File: src/rtl/pwm_duty_decoder.sv
// Measures high time and rise-to-rise period of an asynchronous PWM input,
// decodes the duty step and flags off-nominal periods and stuck levels.
module pwm_duty_decoder #(
    parameter int CNT_W          = 8,
    parameter int NOMINAL_PERIOD = 10,
    parameter int TIMEOUT        = 32
) (
    input  logic             clk,
    input  logic             rst_n,
    input  logic             PWM_IN,
    output logic [CNT_W-1:0] HIGH_COUNT,
    output logic [CNT_W-1:0] PERIOD_COUNT,
    output logic [3:0]       DUTY_CYCLE_OUT,
    output logic             MEAS_VALID,
    output logic             PERIOD_ERR,
    output logic             STUCK,
    output logic             STUCK_LEVEL
);

    typedef enum logic [1:0] {S_ACQ, S_HIGH, S_LOW, S_STUCK} state_t;

    localparam logic [CNT_W-1:0] CNT_MAX  = {CNT_W{1'b1}};
    localparam logic [CNT_W-1:0] CNT_ONE  = CNT_W'(1);
    localparam logic [CNT_W-1:0] NOM_CNT  = CNT_W'(NOMINAL_PERIOD);
    localparam logic [CNT_W-1:0] TMO_CNT  = CNT_W'(TIMEOUT);
    localparam logic [3:0]       NOM_DUTY = 4'(NOMINAL_PERIOD);

    state_t           state_q;
    logic             s1_q, s2_q, sp_q;
    logic [1:0]       warm_q;
    logic [CNT_W-1:0] hi_q, per_q, idle_q;
    logic [CNT_W-1:0] high_count_q, period_count_q;
    logic [3:0]       duty_q;
    logic             meas_valid_q, period_err_q, stuck_q, stuck_level_q;

    logic             rise, fall, timeout;
    logic [CNT_W-1:0] hi_inc_d, per_inc_d, idle_d;

    always_comb begin
        rise      = s2_q & ~sp_q;
        fall      = ~s2_q & sp_q;
        hi_inc_d  = (hi_q == CNT_MAX) ? hi_q : hi_q + CNT_ONE;
        per_inc_d = (per_q == CNT_MAX) ? per_q : per_q + CNT_ONE;
        if (rise | fall) begin
            idle_d = '0;
        end else begin
            idle_d = (idle_q == CNT_MAX) ? idle_q : idle_q + CNT_ONE;
        end
        timeout = (state_q != S_STUCK) && (idle_d == TMO_CNT);
    end

    always_ff @(posedge clk) begin
        if (!rst_n) begin
            state_q        <= S_ACQ;
            s1_q           <= 1'b0;
            s2_q           <= 1'b0;
            sp_q           <= 1'b0;
            warm_q         <= 2'd0;
            hi_q           <= '0;
            per_q          <= '0;
            idle_q         <= '0;
            high_count_q   <= '0;
            period_count_q <= '0;
            duty_q         <= 4'd0;
            meas_valid_q   <= 1'b0;
            period_err_q   <= 1'b0;
            stuck_q        <= 1'b0;
            stuck_level_q  <= 1'b0;
        end else begin
            s1_q         <= PWM_IN;
            s2_q         <= s1_q;
            sp_q         <= s2_q;
            idle_q       <= idle_d;
            meas_valid_q <= 1'b0;
            // The synchronizer holds reset zeros, not samples, for three
            // clocks; a rise seen then is an artefact of reset, not a real edge.
            if (warm_q != 2'd3) begin
                warm_q <= warm_q + 2'd1;
            end
            if (timeout) begin
                state_q        <= S_STUCK;
                stuck_q        <= 1'b1;
                stuck_level_q  <= s2_q;
                period_count_q <= '0;
                period_err_q   <= 1'b0;
                high_count_q   <= s2_q ? NOM_CNT : '0;
                duty_q         <= s2_q ? NOM_DUTY : 4'd0;
                meas_valid_q   <= 1'b1;
            end else begin
                case (state_q)
                    S_ACQ: begin
                        if (rise && warm_q == 2'd3) begin
                            state_q <= S_HIGH;
                            per_q   <= CNT_ONE;
                            hi_q    <= CNT_ONE;
                        end
                    end
                    S_HIGH: begin
                        per_q <= per_inc_d;
                        if (fall) begin
                            state_q <= S_LOW;
                        end else begin
                            hi_q <= hi_inc_d;
                        end
                    end
                    S_LOW: begin
                        if (rise) begin
                            state_q        <= S_HIGH;
                            high_count_q   <= hi_q;
                            period_count_q <= per_q;
                            meas_valid_q   <= 1'b1;
                            if (per_q == NOM_CNT) begin
                                duty_q       <= hi_q[3:0];
                                period_err_q <= 1'b0;
                            end else begin
                                period_err_q <= 1'b1;
                            end
                            per_q <= CNT_ONE;
                            hi_q  <= CNT_ONE;
                        end else begin
                            per_q <= per_inc_d;
                        end
                    end
                    S_STUCK: begin
                        if (rise) begin
                            state_q       <= S_HIGH;
                            per_q         <= CNT_ONE;
                            hi_q          <= CNT_ONE;
                            stuck_q       <= 1'b0;
                            stuck_level_q <= 1'b0;
                        end else if (fall) begin
                            state_q       <= S_ACQ;
                            stuck_q       <= 1'b0;
                            stuck_level_q <= 1'b0;
                        end
                    end
                    default: state_q <= S_ACQ;
                endcase
            end
        end
    end

    assign HIGH_COUNT     = high_count_q;
    assign PERIOD_COUNT   = period_count_q;
    assign DUTY_CYCLE_OUT = duty_q;
    assign MEAS_VALID     = meas_valid_q;
    assign PERIOD_ERR     = period_err_q;
    assign STUCK          = stuck_q;
    assign STUCK_LEVEL    = stuck_level_q;

endmodule

File: config.mk
export PLATFORM = sky130hd
export DESIGN_NAME = pwm_duty_decoder
export DESIGN_NICKNAME = d
export VERILOG_FILES = /design/src/rtl/pwm_duty_decoder.sv
export SDC_FILE = /design/constraint.sdc
export NUM_CORES = 1
export LEC_CHECK = 0
export BUFFER_PORTS_ARGS = -buffer_cell sky130_fd_sc_hd__buf_2
export CAP_MARGIN = 0
export CELL_PAD_IN_SITES_DETAIL_PLACEMENT = 0
export CELL_PAD_IN_SITES_GLOBAL_PLACEMENT = 1
export CORE_ASPECT_RATIO = 1.1
export CORE_MARGIN = 4
export CORE_UTILIZATION = 40
export CTS_BUF_LIST = sky130_fd_sc_hd__clkbuf_16
export CTS_CLUSTER_DIAMETER = 50
export CTS_CLUSTER_SIZE = 14
export DETAILED_ROUTE_END_ITERATION = 16
export PLACE_DENSITY = 0.81
export SLEW_MARGIN = 20
export SYNTH_ARGS = -nofsm -noshare
export SYNTH_HDL_FRONTEND = slang
export SYNTH_SLANG_ARGS = --single-unit
export TNS_END_PERCENT = 5
File: constraint.sdc
create_clock -name clk -period 2.5 [get_ports clk]
set_input_delay 0.125 -clock clk [delete_from_list [all_inputs] [get_ports clk]]
set_output_delay 0.125 -clock clk [all_outputs]
set_load 0.01 [all_outputs]
==> impl_metrics.py <==
metrics = {
    "run_status": {
        "outcome": "complete, no violations",
    },
    "routing": {
        "via_per_inst": 5.42,
        "drc": 0,
        "dr.pass1.iters": 4,
        "postRouteAntennaNets": 0,
        "routed_wl_mm": 5.92,
        "wire_per_inst_um": 13.9,
        "vias": 2302,
        "drt_iter0_drc": 144,
    },
    "setup_path": {
        "worst_setup_path_start_kind": "register",
        "path_cells": "inv_1 > ha_1 > or4bb_1 > or3_1 > o21ai_4 > nor2_1 > o221a_2",
        "critPathTopFamily": "simple AND/OR/NAND/NOR gates",
        "critPathKind": "register to register",
        "slowest_delay_ps": 470,
        "endpoint_kind": "register",
        "cp_max_fo": 10,
        "required_ps": 2690,
        "rr_endpoint": "hi_q[6]",
        "r2r-start": "s2_q",
        "path_buf_inv": 1,
        "slowest_stage": "or3_1",
        "reg2reg_slack_ps": 150,
        "reg2reg_depth": 7,
        "cp_data_arrival_time_ps": 2550,
    },
    "placement": {
        "place.gp.congestion": 0.808,
        "io_buffers": 26,
        "dpl.hpwl_mm": 4.20,
        "placed_area_sq_um": 2870,
        "post-place-ws_ps": 47.7,
    },
    "global_route": {
        "grt_pass1_vias": 2093,
        "grt_first_pass_wirelength_mm": 10.0,
        "grt_remaining_overflow": 0,
        "grt_start_max_net_pins": 24,
        "antenna_found_initial": 0,
        "grt_use_total": 0.153,
    },
    "clock_tree": {
        "clockBufferDepth": 2,
        "post_cts_buffers": 0,
        "cts_hold_buf": 0,
        "cts_buffers": 5,
        "ctsHtreeMaxLevel": 2,
        "tritoncts": "done",
        "clockRootBuffer": "clkbuf_16",
        "clkTransAtPathRegs_ps": 70,
        "clk-insertion-delay-late_ps": 300,
        "clock_sinks": 55,
    },
    "yosys": {
        "synthesis.area_sq_um": 2690,
        "ys_ff_latch": 55,
        "netlist_instances": 321,
        "synth-edff-count": 0,
        "synth_warnings": 0,
        "syn_avg_cell_area_sq_um": 8.38,
        "synthDistinctLibCells": 52,
        "synthArstFlopShare": 0,
        "synth.yosys.seq_area_share": 0.409,
        "synthFlopType": "dfxtp_1",
        "synth_fp_nets": 335,
        "synth_area_leaders": "dfxtp_1, nand2_1, a21oi_1",
        "synth_top_area_share": 0.409,
        "synth_top_area_cell": "dfxtp_1",
    },
    "die": {
        "ios": 27,
        "start_util": 0.410,
        "rows": 31,
        "die_x_um": 86.2,
        "dieArea_sq_um": 8100,
        "die_h_um": 94.0,
        "core-area_sq_um": 6560,
    },
    "layout": {
        "drive_gt1_frac": 0.155,
        "stdcell_area_sq_um": 3030,
        "diodes": 0,
        "finalNetCount": 356,
        "final_cell_mix": "dfxtp_1, nand2_1, a21oi_1, nor2_1, buf_2",
        "mostFrequentLayoutCell": "dfxtp_1",
        "syn2layout_area_growth_pct": 12.7,
    },
    "power": {
        "p_leak_nw": 1.19,
        "vdd_drop_max_v": 0.000373,
        "cellPowerDensity_nw_per_um2": 722,
    },
    "sta": {
        "hold_viol": 0,
        "worst_pin_slew_ps": 1100,
        "maxSlewViolCount": 0,
        "finalSetupTns_ps": 0,
        "final-setup-viol-count": 0,
        "post-route-period-util": 0.941,
        "finClkSkew_ps": 8.34,
        "max_freq_ghz": 0.425,
        "grt_setup_unrepaired": "yes",
        "slew_headroom": 0.261,
        "period_minus_slack_ps": 2350,
        "final.setup.worst_slack_ps": 147,
    },
    "hold_path": {
        "worstHoldStart": "PWM_IN",
        "hold_depth": 2,
        "hold_class": "input pin to register",
        "min_to": "s1_q",
    },
    "run": {
        "cap_violations": 0,
    },
}
[layout make-up]
type	instances	area [sq um]
repair buffers	32	175
well taps	82	103
multi-input cells	238	1460
inverters	10	37.5
fillers	642	3520
clock inverters	3	27.5
clock buffers	5	125
flip-flops and latches	55	1100
[cell families after synthesis]
group	Yosys count	share of synthesized area
AOI/OAI and AO/OA	85	0.202
DFF	55	0.409
and+or+nand+nor	130	0.246
adders and majority gates	11	0.0512
xor gates and xnor gates	3	0.00977
buffers and inverters	28	0.0484
muxes	9	0.0335
[repair_timing]
item | CTS | global route
hold endpoints to repair | 0 | 0
resized for setup | 0 | 2
endpoints found under the setup margin | 0 | 24
[worst max path at each step]
stage	end	cells past startpoint	start	slack (ps)
detailed placement	HIGH_COUNT[1]	7	s2_q	50
CTS	HIGH_COUNT[1]	7	s2_q	40
global placement	HIGH_COUNT[1]	7	s2_q	110
finish	hi_q[6]	7	s2_q	150
global route	hi_q[4]	7	idle_q[0]	-10
floorplan	PERIOD_ERR	9	s2_q	200
[sequential cells by signal, indices dropped and copies added (netlist names), 2 cells and up]
name	cells
HIGH_COUNT	8
PERIOD_COUNT	8
hi_q	8
idle_q	8
per_q	8
DUTY_CYCLE_OUT	4
state_q	2
warm_q	2
[synthesized netlist by cell type (all sizes together), types with 5 or more instances]
master and n:
inv 10, nand2 44, buf 7, nor2 28
nor3 8, o21ai 19, a31oi 10, a21oi 32
clkbuf 11, dfxtp 55, and2 5, and4 5
ha 11, mux2i 9, nand4 6, nand3 13
[through the flow]
step / total power [W] / std cells / hold WS (ps) / util
3_5_place_dp: 0.00149 / 417 / 352 / 0.438
3_3_place_gp: 0.00149 / 417 / 338 / 0.438
4_1_cts: 0.00221 / 425 / 43.0 / 0.462
6_report: 0.00219 / 425 / 39.7 / 0.462
2_1_floorplan: 0.00137 / 321 / 252 / -
5_1_grt: 0.00231 / 425 / 42.7 / 0.462
[routing by layer]
metal | GRT usage | wire length (um) | vias up
met5 | 0 | 0 | -
met4 | 0.0558 | 77 | 0
met1 | 0.208 | 2940 | 1057
met2 | 0.237 | 2620 | 44
met3 | 0.0342 | 287 | 7
li1 | - | - | 1194
[where the power goes]
group	internal, W	total [W]	switching [W]
Sequential	0.000917	0.000968	0.0000504
Combinational	0.000192	0.000506	0.000315
Clock	0.000380	0.000715	0.000334
(Power assumes the default switching activity.)
